$ cat config.mk
export PLATFORM = sky130hd
export DESIGN_NAME = vga_timing_rx
export DESIGN_NICKNAME = d
export VERILOG_FILES = /design/src/rtl/vga_timing_rx.sv
export SDC_FILE = /design/constraint.sdc
export NUM_CORES = 1
export LEC_CHECK = 0
export ABC_CLOCK_PERIOD_IN_PS = 5500
export BUFFER_PORTS_ARGS = -buffer_cell sky130_fd_sc_hd__buf_2
export CAP_MARGIN = 20
export CORE_MARGIN = 10
export CORE_UTILIZATION = 59
export CTS_CLUSTER_DIAMETER = 150
export CTS_CLUSTER_SIZE = 28
export DETAILED_ROUTE_END_ITERATION = 8
export PLACE_DENSITY = 0.88
export SETUP_SLACK_MARGIN = 0.15
export SLEW_MARGIN = 20
export SYNTH_ARGS = -nofsm -noshare
export SYNTH_HDL_FRONTEND = slang
export SYNTH_SLANG_ARGS = --single-unit
$ cat constraint.sdc
create_clock -name clk40m -period 5.5 [get_ports clk40m]
set_clock_uncertainty 0.1 [all_clocks]
set_input_delay 0.55 -clock clk40m [delete_from_list [all_inputs] [get_ports clk40m]]
set_output_delay 0.55 -clock clk40m [all_outputs]
set_load 0.01 [all_outputs]
$ cat src/rtl/vga_timing_rx.sv
// vga_timing_rx
// Receive-side timing recovery for an SVGA 800x600@60 stream on the 40 MHz
// pixel clock. Samples the incoming syncs and pixel data, recovers pixel
// coordinates with a data-valid strobe, measures line and frame timing and
// reports lock once consecutive frames match the nominal parameters.
//
// Ports:
//   clk40m      in   1   pixel clock
//   rst         in   1   asynchronous reset, active-low
//   hs_in       in   1   horizontal sync, active-low pulse
//   vs_in       in   1   vertical sync, active-low pulse
//   rgb_in      in  30   {r[9:0],g[9:0],b[9:0]} pixel data
//   pix_valid   out  1   active pixel present on pix_rgb
//   pix_x       out 10   active column
//   pix_y       out 10   active row
//   pix_rgb     out 30   registered pixel data
//   frame_start out  1   one-clock pulse following each vsync falling edge
//   locked      out  1   timing matches the parameters
//   line_len    out 11   last measured hsync period in clocks
//   frame_lines out 10   last measured lines per frame
//   err_cnt     out  8   bad-frame count, saturating at 255
module vga_timing_rx #(
  parameter int H_TOTAL     = 1056,
  parameter int H_PULSE     = 128,
  parameter int H_START     = 216,
  parameter int H_ACTIVE    = 800,
  parameter int V_TOTAL     = 628,
  parameter int V_START     = 27,
  parameter int V_ACTIVE    = 600,
  parameter int LOCK_FRAMES = 2
) (
  input  logic        clk40m,
  input  logic        rst,
  input  logic        hs_in,
  input  logic        vs_in,
  input  logic [29:0] rgb_in,
  output logic        pix_valid,
  output logic [9:0]  pix_x,
  output logic [9:0]  pix_y,
  output logic [29:0] pix_rgb,
  output logic        frame_start,
  output logic        locked,
  output logic [10:0] line_len,
  output logic [9:0]  frame_lines,
  output logic [7:0]  err_cnt
);

  localparam logic [11:0] H_TOTAL_L = 12'(H_TOTAL);
  localparam logic [11:0] H_PULSE_L = 12'(H_PULSE);
  localparam logic [10:0] H_START_L = 11'(H_START);
  localparam logic [10:0] H_END_L   = 11'(H_START + H_ACTIVE);
  localparam logic [9:0]  V_TOTAL_L = 10'(V_TOTAL);
  localparam logic [9:0]  V_START_L = 10'(V_START);
  localparam logic [9:0]  V_END_L   = 10'(V_START + V_ACTIVE);
  localparam int          GW        = (LOCK_FRAMES < 1) ? 1 : $clog2(LOCK_FRAMES + 1);
  localparam logic [GW-1:0] LOCK_L  = GW'(LOCK_FRAMES);

  typedef enum logic [1:0] {
    SEARCH = 2'd0,
    CHECK  = 2'd1,
    LOCKED = 2'd2
  } state_t;

  state_t state_reg, state_next;
  logic [GW-1:0] good_cnt_reg, good_cnt_next;
  logic          err_inc;

  // Input sampling stage and one-cycle history for edge detection
  logic        hs_q, vs_q, hs_d, vs_d;
  logic [29:0] rgb_q;

  logic [10:0] h_cnt;
  logic [9:0]  v_cnt;
  logic        frame_err;

  logic        hs_fall, hs_rise, vs_fall;
  logic [11:0] h_len;
  logic        timeout;
  logic        frame_good;
  logic        h_act, v_act, pix_hit;

  assign hs_fall = hs_d & ~hs_q;
  assign hs_rise = ~hs_d & hs_q;
  assign vs_fall = vs_d & ~vs_q;

  // Length of the interval that ends on this cycle's edge; one bit wider so
  // that a saturated counter does not wrap to zero.
  assign h_len      = {1'b0, h_cnt} + 12'd1;
  assign timeout    = (h_cnt == 11'h7FF);
  assign frame_good = (v_cnt == V_TOTAL_L) && !frame_err;

  assign h_act   = (h_cnt >= H_START_L) && (h_cnt < H_END_L);
  assign v_act   = (v_cnt >= V_START_L) && (v_cnt < V_END_L);
  assign pix_hit = locked & h_act & v_act;

  // Lock FSM: next state, good-frame count and bad-frame strobe.
  // Signal loss overrides any frame evaluation in the same cycle.
  always_comb begin
    state_next    = state_reg;
    good_cnt_next = good_cnt_reg;
    err_inc       = 1'b0;
    if (timeout) begin
      state_next    = SEARCH;
      good_cnt_next = '0;
    end else if (vs_fall) begin
      case (state_reg)
        SEARCH: begin
          state_next    = CHECK;
          good_cnt_next = '0;
        end
        CHECK: begin
          if (frame_good) begin
            good_cnt_next = good_cnt_reg + GW'(1);
            if (good_cnt_next == LOCK_L) begin
              state_next = LOCKED;
            end
          end else begin
            good_cnt_next = '0;
            err_inc       = 1'b1;
          end
        end
        LOCKED: begin
          if (!frame_good) begin
            state_next    = CHECK;
            good_cnt_next = '0;
            err_inc       = 1'b1;
          end
        end
        default: begin
          state_next    = SEARCH;
          good_cnt_next = '0;
        end
      endcase
    end
  end

  always_ff @(posedge clk40m or negedge rst) begin
    if (!rst) begin
      state_reg    <= SEARCH;
      good_cnt_reg <= '0;
      locked       <= 1'b0;
      err_cnt      <= '0;
    end else begin
      state_reg    <= state_next;
      good_cnt_reg <= good_cnt_next;
      locked       <= (state_next == LOCKED);
      if (err_inc && (err_cnt != 8'hFF)) begin
        err_cnt <= err_cnt + 8'd1;
      end
    end
  end

  // Sync sampling, counters and timing measurements
  always_ff @(posedge clk40m or negedge rst) begin
    if (!rst) begin
      // Syncs reset low so that only a genuine high-to-low transition after
      // release can be seen as a falling edge.
      hs_q        <= 1'b0;
      vs_q        <= 1'b0;
      hs_d        <= 1'b0;
      vs_d        <= 1'b0;
      rgb_q       <= '0;
      h_cnt       <= '0;
      v_cnt       <= '0;
      frame_err   <= 1'b0;
      line_len    <= '0;
      frame_lines <= '0;
      frame_start <= 1'b0;
    end else begin
      hs_q  <= hs_in;
      vs_q  <= vs_in;
      hs_d  <= hs_q;
      vs_d  <= vs_q;
      rgb_q <= rgb_in;

      if (hs_fall) begin
        h_cnt <= '0;
      end else if (!timeout) begin
        h_cnt <= h_cnt + 11'd1;
      end

      // After signal loss the measured period exceeds the field width;
      // report it pinned at the maximum rather than wrapped.
      if (hs_fall) begin
        line_len <= h_len[11] ? 11'h7FF : h_len[10:0];
      end

      // A frame boundary takes priority over a coincident line increment
      if (vs_fall) begin
        v_cnt       <= '0;
        frame_lines <= v_cnt;
      end else if (hs_fall && (v_cnt != 10'h3FF)) begin
        v_cnt <= v_cnt + 10'd1;
      end

      if (vs_fall) begin
        frame_err <= 1'b0;
      end else if ((state_reg != SEARCH) &&
                   ((hs_fall && (h_len != H_TOTAL_L)) ||
                    (hs_rise && (h_len != H_PULSE_L)))) begin
        frame_err <= 1'b1;
      end

      frame_start <= vs_fall;
    end
  end

  // Pixel output stage: coordinates and data load together, so all three
  // hold their last active value through blanking.
  always_ff @(posedge clk40m or negedge rst) begin
    if (!rst) begin
      pix_valid <= 1'b0;
      pix_x     <= '0;
      pix_y     <= '0;
      pix_rgb   <= '0;
    end else begin
      pix_valid <= pix_hit;
      if (pix_hit) begin
        pix_x   <= 10'(h_cnt - H_START_L);
        pix_y   <= 10'(v_cnt - V_START_L);
        pix_rgb <= rgb_q;
      end
    end
  end

endmodule

# == After elaboration in Yosys (flattened, before gate mapping) ==
# Index checks and enable logic that the tools add are counted.
# totals
ff_bits,142
output_inout_bits,82
wordCells,89
# classes
addsub,7
magnitude_cmp,4
eq_ne,12
mux,22
bitwise_logic,8
reduce_logical,17
# ops
op,count
$mux 11,3
$mux 10,2
$mux 2,9
$add 11x1->12 const B,1
$ne 12x11->1 const B,1
$ne 12x8->1 const B,1
$add 11x1->11 const B,1
$eq 11x11->1 const B,1
$ge 11x8->1 const B,1
$lt 11x10->1 const B,1
$add 10x1->10 const B,1
$eq 10x10->1 const B,1
$ge 10x5->1 const B,1
$lt 10x10->1 const B,1
$ne 10x10->1 const B,1
$sub 10x5->10 const B,1
$sub 10x8->10 const B,1
$add 8x1->8 const B,1
$logic_and 1x1->1,8
$ne 8x8->1 const B,1
$reduce_bool 2->1,4
$eq 2x2->1 const B,3
$mux 1,6
$pmux 2 s3,1
other kinds (12),18

# == Logic depth before layout (Yosys ltp) ==
# Gate-level depths: netlist of run 1.
# logic_depth
word_depth,8
mapped_depth,9
ltp_nobuf,7

# == Worst setup path before layout of run 1 ==
# OpenSTA, ideal clock, no wires.
# synth_path
path_type,reg2reg
from,register v_cnt[0]
to,register pix_x[4]
setup_time_ps,125
arrival_time_ps,1988
slack_ps,3287
stages_incl_launch_ff,9
n_path_buf,3
synth_period_minus_slack_ps,2213
path_cell_list,dfrtp_1 -> ha_1 -> buf_2 -> o211a_1 -> nor3_2 -> nor4_2 -> buf_6 -> buf_6 -> mux2_4
# synth_between
elab_chain_cells,3
elab_cells_between_ends,4
cone_classes,order compare: 2; bitwise: 1; reduce/logical: 1
# synth_rtl
element,line,rtl
from (decl),73,logic [9:0] v_cnt;
from (signal assigned),193,v_cnt <= v_cnt + 10'd1;
$ge 10x5->1 / $lt 10x10->1 (equally long branches),93,assign v_act = (v_cnt >= V_START_L) && (v_cnt < V_END_L);
$logic_and 1x1->1 (*),93,
$and 1x1->1 (*),94,assign pix_hit = locked & h_act & v_act;
to (signal assigned),219,pix_x <= 10'(h_cnt - H_START_L);
to (decl),38,"output logic [9:0] pix_x,"
# Mark *: on every way between the ends. The rest lies on a longest branch, timed or not.
# A chain may end at the register's enable or synchronous reset.

# == Final worst setup path of run 1 ==
# layout_path
from,register h_cnt[3]
to,register pix_x[6]
# layout_between
elab_chain_cells,4
elab_cells_between_ends,6
cone_classes,add/sub: 1; order compare: 2; bitwise: 2; reduce/logical: 1
# layout_rtl
element,line,rtl
from (decl),72,logic [10:0] h_cnt;
from (signal assigned),179,h_cnt <= h_cnt + 11'd1;
$ge 11x8->1 / $lt 11x10->1 (equally long branches),92,assign h_act = (h_cnt >= H_START_L) && (h_cnt < H_END_L);
$logic_and 1x1->1,92,
$and 1x1->1 (2 in a row),94,
# Several ways; a longest one is shown, not always the timed one.

==> results of run 1 <==
[per-layer routing]
| metal | GRT usage (%) | wire length, um | vias to the layer above |
|---|---|---|---|
| met2 | 33.87 | 7568 | 181 |
| met1 | 21.63 | 5191 | 2162 |
| met3 | 6.423 | 978 | 30 |
| met4 | 7.994 | 286 | 0 |
| li1 | - | - | 1958 |
| met5 | 0 | 0 | - |
[worst min path at each step]
stage	startpoint	endpoint	slack [ns]	cells past startpoint
final	rgb_in[23]	rgb_q[23]	0.02	1
after global routing	rgb_in[3]	rgb_q[3]	-0.00006	1
after CTS	hs_in	hs_q	0.003	1
after detailed placement	vs_q	vs_d	0.25	0
after global placement	vs_q	vs_d	0.25	0
after floorplan	rst	err_cnt[0]	0.15	0
[Yosys cell counts (3+ instances only)]
cell type	count	area share, %
inv_1	12	0.76
nor3b_1	3	0.38
mux2_2	39	7.4
nand2_1	52	3.3
a21oi_1	24	2.0
xor2_1	13	1.9
ha_1	11	2.3
nor2_1	43	2.7
nand3_1	11	0.93
xnor2_1	26	3.9
o211a_1	3	0.51
and2_1	3	0.32
nand4_1	12	1.3
o31ai_1	4	0.51
nor3_1	9	0.76
buf_2	16	1.4
dfrtp_1	142	60
mux2_4	4	1.0
o21ai_0	6	0.51
and3_1	3	0.32
clkbuf_1	10	0.63
nor2b_1	3	0.32
a31oi_1	8	0.85
o211ai_1	3	0.38
[per-stage QoR]
step                hold WS (ns)  area (um^2)  std cells
global placement          0.2516         6544        719
CTS                     0.003330         7149        752
global route         -0.00005762         7269        764
finish                   0.02026         7269        764
detailed placement        0.2507         6544        719
floorplan                 0.1544         5912        498
[final cells by class]
cell class	instances	area share [%]
tap	133	2.289
timing repair buffer	131	10.10
clock inverter	13	2.255
inverter	12	0.6196
clock buffer	19	5.938
multi-input combinational	314	29.91
sequential	142	48.88
[cell families (layout without fill, tap and decap cells)]
family / after synthesis / count (layout) / share of synthesized area (%)
adder cells (fa/ha/maj): 11 / 11 / 2.328
XOR/XNOR: 39 / 39 / 5.778
buffers and inverters: 42 / 175 / 3.259
AND/OR/NAND/NOR: 157 / 157 / 12.93
multiplexers: 44 / 44 / 8.614
AO/OA/AOI/OAI: 63 / 63 / 6.985
flip-flops: 142 / 142 / 60.11
[power by group through the flow]
stage                     clock (mW)  sequential, mW  combinational [mW]
after floorplan                    0            1.19               0.138
after global placement             0            1.19               0.228
after detailed placement           0            1.20               0.238
after CTS                       1.15            1.18               0.243
after global routing            1.21            1.19               0.277
final                           1.14            1.18               0.247
==> run metrics, run 1 <==
Tot Pwr 2.565 mW; CP startpoint h_cnt[3]; CP delay by family, top compound AO/OA/AOI/OAI gates; number of synthesized flops with an enable pin 0; Setup TNS 0 ns; core area 0.009774 mm^2; die span in y 120.1 um; FILL cells about 650; antenna violations before repair 0; DR vias 4,331; Yosys warnings 0; die extent in x ~120 um; outcome completed; critical path required time 5.82 ns; CP Capture Point pix_x[6]; GPL Wtd Cong 0.8773; antenna cells 0; unrepaired setup endpoints after global routing no; Highest Clock Rate 352.9 MHz; Post-layout nets 663; Seq pwr share 46.1%; Die ar. 0.01442 mm^2; Critical Path Source Type flop; Crit-path slowest cell a2111oi_0; hpwl dp between 9000 and 10,000 um; Setup WS post-layout 2.667 ns; Fin. Hold Viols 0; initial drt markers 287; Leak Pwr 3.636 nW; Syn Area/Cell 11.87 um^2; first-pass GRT wire length 22,460 um; most common cell after layout, fill and taps aside dfrtp_1; Root Driver clkbuf_8; Reg2Reg Setup Slack 2.67 ns; Syn Inst Count 498; htree depth 4; row cnt 36; period utilization 51.52%; postcts setup bufs 0; clock slew seen by the registers of the worst setup and hold paths 0.06 ns; drt first pass iters 5; worst path arrival time 3.15 ns; PortBufs approximately 120; capture point of the worst reg-to-reg path pix_x[6]; Critical Path Stages 6; vias per cell around 5.7; Worst Tran Pin Value between 0.9 and 1 ns; GRT overflow 0; CTS buffer count 17; max_cap viols 0; Largest regs pix_rgb (30), rgb_q (30); Worst R2R Start h_cnt[3]; Post-synth top flop dfrtp_1; Int Power 1.919 mW; pre-CTS setup slack 2.765 ns; HP Class in2reg; largest net degree at the start of global routing 87; layout cell share with drive strength beyond 1 31.70%; worst path bufs/invs 1; Core Util, Final ~74%; CTS tree built; area delta synth->final 22.96%; Skew-Pair Late Insertion Delay 0.53 ns; Reg area 0.003553 mm^2; fraction of registers with async set/reset 100.0%; final period demand of the worst path 2.833 ns; Switch Pwr 0.6464 mW; Synth Cell Area 0.005912 mm^2; DRC 0; vias in the first global route 4,409; CP max FO 58; syn nets 543; max-slew violation count 0; Bufs on Longest Clock Path 2; # IOs between 100 and 150; Register-to-Register Path Depth 6; PD cells 352.9 mW/mm^2; distinct cell type count after synthesis 51; post-route antenna net violation count 0; wire length per cell approximately 18 um; Clock Sinks about 140; Worst Setup End Kind flop; slew margin rel. between 30 and 40%; Post-CTS Resized 0; CP cell instances ha_1 > o211a_1 > a2111oi_0 > nor4_4 > buf_4 > mux2_4; Crit path largest cell delay 0.72 ns; most frequent cells in the layout dfrtp_1 (142), buf_2 (114), nand2_1 (52), nor2_1 (43), mux2_2 (39); combinational share of power 9.6%; Worst VDD drop 0.0002839 V; multi-input combinational cell area about 0.0022 mm^2; sequential area share after synthesis 60.11%; CTS Hold Bufs 1; starting density of the core around three fifths; critical path class reg2reg; Synth Register Bits 142; Clock power frac 44.3%; WL final approximately 14,000 um; Sw Share approximately a quarter; total track usage just under 20%; final setup fails 0
Power figures use the tool's default switching activity.
==> run 2, diff against run 1 <==
--- a/config.mk
+++ b/config.mk
@@ -5,15 +5,15 @@
 export SDC_FILE = /design/constraint.sdc
 export NUM_CORES = 1
 export LEC_CHECK = 0
-export ABC_CLOCK_PERIOD_IN_PS = 5500
+export ABC_CLOCK_PERIOD_IN_PS = 2900
 export BUFFER_PORTS_ARGS = -buffer_cell sky130_fd_sc_hd__buf_2
 export CAP_MARGIN = 20
 export CORE_MARGIN = 10
-export CORE_UTILIZATION = 59
+export CORE_UTILIZATION = 55
 export CTS_CLUSTER_DIAMETER = 150
 export CTS_CLUSTER_SIZE = 28
 export DETAILED_ROUTE_END_ITERATION = 8
-export PLACE_DENSITY = 0.88
+export PLACE_DENSITY = 0.83
 export SETUP_SLACK_MARGIN = 0.15
 export SLEW_MARGIN = 20
 export SYNTH_ARGS = -nofsm -noshare
==> constraint.sdc (replaced) <==
create_clock -name clk40m -period 2.9 [get_ports clk40m]
set_clock_uncertainty 0.1 [all_clocks]
set_input_delay 0.29 -clock clk40m [delete_from_list [all_inputs] [get_ports clk40m]]
set_output_delay 0.29 -clock clk40m [all_outputs]
set_load 0.01 [all_outputs]
==> run 2 against run 1 <==
Net effect:
- register-to-register slack got worse by 2.3 ns
- critical endpoint is now pix_rgb[24]
- sequential share of layout area fell by 1.5 points
- largest cell class unchanged
- first-iteration DRC count rose by 11%
- setup slack got worse by 2.3 ns
- combinational power rose by 100%
- total power rose by 88%
- die area rose by 6.0%
- critical path type unchanged
- final cell count rose by 3.5%
==> run metrics, run 2 (synthesis results as in run 1) <==
antenna violations before repair 0; HP Class reg2reg; vias in the first global route 4,568; pre-CTS setup slack slightly above 0.3 ns; critical path class reg2reg; drt first pass iters 5; most common cell after layout, fill and taps aside dfrtp_1; FILL cells 683; Reg2Reg Setup Slack around 0.34 ns; Bufs on Longest Clock Path 2; worst path bufs/invs 1; Post-layout nets 688; hold_sp vs_q; Leak Pwr 3.754 nW; Worst VDD drop 0.0004157 V; hold-critical path depth 0; die extent in x around 120 um; Die ar. 0.01530 mm^2; Reg area 0.003553 mm^2; final setup fails 0; area delta synth->final 26.90%; hpwl dp 9466 um; Largest regs pix_rgb (30), rgb_q (30); # IOs 116; final period demand of the worst path 2.560 ns; Setup WS post-layout 0.3401 ns; Register-to-Register Path Depth 6; GRT overflow 0; Core Util, Final roughly 70%; DRC 0; Highest Clock Rate 390.6 MHz; row cnt 37; multi-input combinational cell area 0.002175 mm^2; Worst R2R Start v_cnt[0]; PD cells 644.1 mW/mm^2; worst path arrival time 2.86 ns; CP cell instances ha_1 > o211a_1 > nor3_2 > nor4_4 > buf_6 > mux2_2; most frequent cells in the layout dfrtp_1 (142), buf_2 (114), nand2_1 (52), nor2_1 (43), mux2_2 (39); antenna cells 0; Crit-path slowest cell dfrtp_1; Clock Sinks approximately 140; DR vias 4,417; Tot Pwr 4.832 mW; initial drt markers roughly 320; largest net degree at the start of global routing between 80 and 90; PortBufs approximately 120; Skew-Pair Late Insertion Delay 0.52 ns; wire length per cell approximately 18 um; post-route antenna net violation count 0; Placed Area 0.006598 mm^2; starting density of the core approximately 57%; clock slew seen by the registers of the worst setup and hold paths 0.06 ns; period utilization 88.27%; max-slew violation count 0; Fin. Hold Viols 0; Worst Tran Pin Value 0.7831 ns; max_cap viols 0; worst hold endpoint vs_d; first-pass GRT wire length 23,160 um; outcome completed; capture point of the worst reg-to-reg path pix_rgb[24]; vias per cell 5.584; core area roughly 0.010 mm^2; unrepaired setup endpoints after global routing no; htree depth 4; layout cell share with drive strength beyond 1 31.30%; total track usage about 19%; CP max FO 43; Setup TNS 0 ns; CTS tree built; CTS buffer count 17; Root Driver clkbuf_8; WL final 14,600 um; CP delay by family, top flip-flops; die span in y around 120 um; design area 0.007502 mm^2; slew margin rel. a little under half; GPL Wtd Cong 0.8360; Critical Path Source Type flop; Worst Setup End Kind flop; Crit path largest cell delay 0.48 ns; critical path required time 3.20 ns
[run 2: cell count changes in the layout (fill, tap and decap cells not counted), sizes merged]
cell | before | now
inv | 13 | 18
clkbuf | 19 | 17
clkinvlp | 5 | 1
bufinv | 3 | 2
buf | 118 | 123
dlygate4sd3 | 13 | 33
clkinv | 4 | 5
[run 2: cell type report]
cell class / instances / share of cell area [%]
Sequential cell: 142 / 47.36
Multi-Input combinational cell: 314 / 28.99
Timing Repair Buffer: 156 / 13.18
Clock buffer: 17 / 5.520
Tap cell: 136 / 2.268
Clock inverter: 14 / 2.085
Inverter: 12 / 0.6004
[run 2: per-layer routing]
metal,vias to the layer above,part of all wire (%),GRT usage (%)
li1,2008,-,-
met1,2196,37,21.30
met2,166,53,34.14
met3,47,6.3,5.656
met4,0,3.6,8.515
met5,-,0,0
[run 2: where the power goes]
| group | leakage (nW) | switching, mW | total (mW) | internal, mW |
|---|---|---|---|---|
| Sequential | 1.86 | 0.133 | 2.23 | 2.10 |
| Clock | 0.280 | 0.870 | 2.11 | 1.24 |
| Combinational | 1.61 | 0.267 | 0.493 | 0.226 |
[run 2: worst max-delay path by stage]
stage / startpoint / end / cells after the start
CTS: v_cnt[0] / pix_rgb[5] / 6
floorplan: v_cnt[0] / pix_x[4] / 8
global placement: v_cnt[0] / pix_rgb[6] / 6
finish: v_cnt[0] / pix_rgb[24] / 6
global route: v_cnt[0] / pix_rgb[24] / 6
detailed placement: v_cnt[0] / pix_rgb[5] / 6
[run 2: per-stage QoR]
stage,instances,hold slack (ns)
finish,791,0.2705
detailed placement,727,0.2581
global route,791,0.2906
global placement,727,0.2514
CTS,791,0.2722
floorplan,498,-0.1056
[run 2: worst reg2reg max path: cells and delay by family, from the launching register on]
family                   cells  cell delay [ns]
flip-flops                   1             0.48
adder cells (fa/ha/maj)      1             0.42
AND/OR/NAND/NOR              2             0.41
AO/OA/AOI/OAI                1             0.24
buffers and inverters        1             0.37
multiplexers                 1             0.42
[run 2: timing repair]
action                     in CTS  in global routing
hold buffers                   33                  0
hold endpoints to repair      113                  0
setup endpoints to repair       0                 32
setup buffers                   0                  0
resized for setup               0                  1
==> run 3, diff against run 2 <==
--- a/config.mk
+++ b/config.mk
@@ -13,7 +13,9 @@
 export CTS_CLUSTER_DIAMETER = 150
 export CTS_CLUSTER_SIZE = 28
 export DETAILED_ROUTE_END_ITERATION = 8
+export GPL_ROUTABILITY_DRIVEN = 0
 export PLACE_DENSITY = 0.83
+export RECOVER_POWER = 50
 export SETUP_SLACK_MARGIN = 0.15
 export SLEW_MARGIN = 20
 export SYNTH_ARGS = -nofsm -noshare
==> run 3 against run 2 <==
Net effect:
- the flow now finishes with violations (max-capacitance violations, max-slew violations)
- fmax decreased by 0.69%
- via count increased by 0.45%
- first-iteration DRC count increased by 2.2%
- combinational power about the same
- sequential share of layout area increased by 0.11 points
- critical path depth unchanged
- register-to-register slack got worse by 0.02 ns
- clock power about the same
- global-route usage unchanged
- sequential power about the same
- die area unchanged
- highest routed layer unchanged
==> run metrics, run 3 (synthesis results as in run 1) <==
# IOs 116; PD cells 645.5 mW/mm^2; die span in y 123.7 um; Switch Pwr 1.271 mW; hold-critical path depth 0; layout cell share with drive strength beyond 1 30.23%; Setup WS post-layout about 0.32 ns; period utilization 88.89%; capture point of the worst reg-to-reg path pix_rgb[24]; hold_sp vs_q; Register-to-Register Path Depth 6; first-pass GRT wire length ~23,000 um; worst path arrival time 2.88 ns; Clock Sinks ~140; die extent in x ~120 um; antenna violations before repair 0; Root Driver clkbuf_8; CTS buffer count 17; failing checks max-capacitance violations, max-slew violations; Largest regs pix_rgb (30), rgb_q (30); WL final 14,610 um; area delta synth->final 26.60%; largest net degree at the start of global routing 84; combinational share of power 10.1%; starting density of the core 56.76%; drt first pass iters 6; Bufs on Longest Clock Path 2; critical path required time 3.20 ns; Finished Layout Cells about 790; antenna cells 0; max-slew violation count 83; DRC 0; Worst VDD drop 0.0004156 V; Highest Clock Rate 387.9 MHz; slew margin rel. -32.19%; Cells after DPL 727; max_cap viols 1; FILL cells 691; Worst Tran Pin Value approximately 2.0 ns; critical path class reg2reg; worst hold endpoint vs_d; total track usage 19.39%; design area roughly 0.0075 mm^2; Skew-Pair Late Insertion Delay 0.53 ns; GRT overflow 0; Tot Pwr 4.831 mW; Setup TNS 0 ns; Die ar. roughly 0.015 mm^2; most frequent cells in the layout dfrtp_1 (142), buf_2 (107), nand2_1 (52), nor2_1 (43), mux2_2 (39); Int Power approximately 3.6 mW; vias per cell 5.609; HP Class reg2reg; post-route antenna net violation count 0; htree depth 4; WHS 0.2705 ns; most common cell after layout, fill and taps aside dfrtp_1; row cnt 37; Clock power frac 43.6%; Leak Pwr around 3.7 nW; Worst Setup End Kind flop; unrepaired setup endpoints after global routing no; CP max FO 43; pre-CTS setup slack 0.3092 ns; Placed Area around 0.0066 mm^2; outcome finished, violations left; Critical Path Source Type flop; core area 0.01042 mm^2; final setup fails 0; Post-layout nets 688; DR vias around 4,400; Worst R2R Start h_cnt[3]; wire length per cell 18.47 um; Reg2Reg Setup Slack 0.32 ns; final period demand of the worst path 2.578 ns; postcts setup bufs 0; Fin. Hold Viols 0; clock slew seen by the registers of the worst setup and hold paths 0.06 ns; Core Util, Final 71.86%; PortBufs 115; hpwl dp 9466 um; CTS tree built; Seq pwr share between 40% and 50%; initial drt markers 326; Sw Share 26.31%; vias in the first global route 4,568
## run 3: layer usage
layer | wire length, um | track usage (%)
met5 | 0 | 0
met4 | 496 | 8.515
met3 | 984 | 5.656
met2 | 7761 | 34.14
met1 | 5364 | 21.30
## run 3: worst max-delay path by stage
stage / startpoint / endpoint / slack (ns)
final: h_cnt[3] / pix_rgb[24] / 0.32
after global routing: rst / pix_rgb[13] / 0.17
after CTS: v_cnt[0] / pix_rgb[5] / 0.27
after detailed placement: v_cnt[0] / pix_rgb[5] / 0.31
after global placement: v_cnt[0] / pix_rgb[6] / 0.38
after floorplan: v_cnt[0] / pix_x[4] / 0.69
## run 3: timing repair
action | CTS | global route
setup endpoints to repair | 0 | 32
hold buffers | 33 | 0
endpoints found under the hold margin | 113 | 0
gates resized for setup | 0 | 1
## run 3: cell type report
cell class / instances / area, um^2 / area share (%)
clock inverters: 14 / 156.4 / 2.090
inverters: 12 / 45.04 / 0.6018
well taps: 136 / 170.2 / 2.273
multi-input cells: 314 / 2175 / 29.05
flip-flops and latches: 142 / 3553 / 47.48
clock buffers: 17 / 414.1 / 5.533
repair buffers: 156 / 970.9 / 12.97
## run 3: worst max-delay path, cell delays in order (launching register included)
cell       delay, ns
dfrtp_1         0.50
ha_1            0.32
o211a_1         0.24
a2111oi_0       0.64
nor4_4          0.07
buf_6           0.25
mux2_2          0.32
## run 3: power by group through the flow
stage / logic, mW / registers (mW) / clock network, mW
finish: 0.490 / 2.23 / 2.11
global route: 0.549 / 2.25 / 2.23
CTS: 0.499 / 2.23 / 2.12
detailed placement: 0.460 / 2.27 / 0
global placement: 0.445 / 2.25 / 0
floorplan: 0.262 / 2.25 / 0
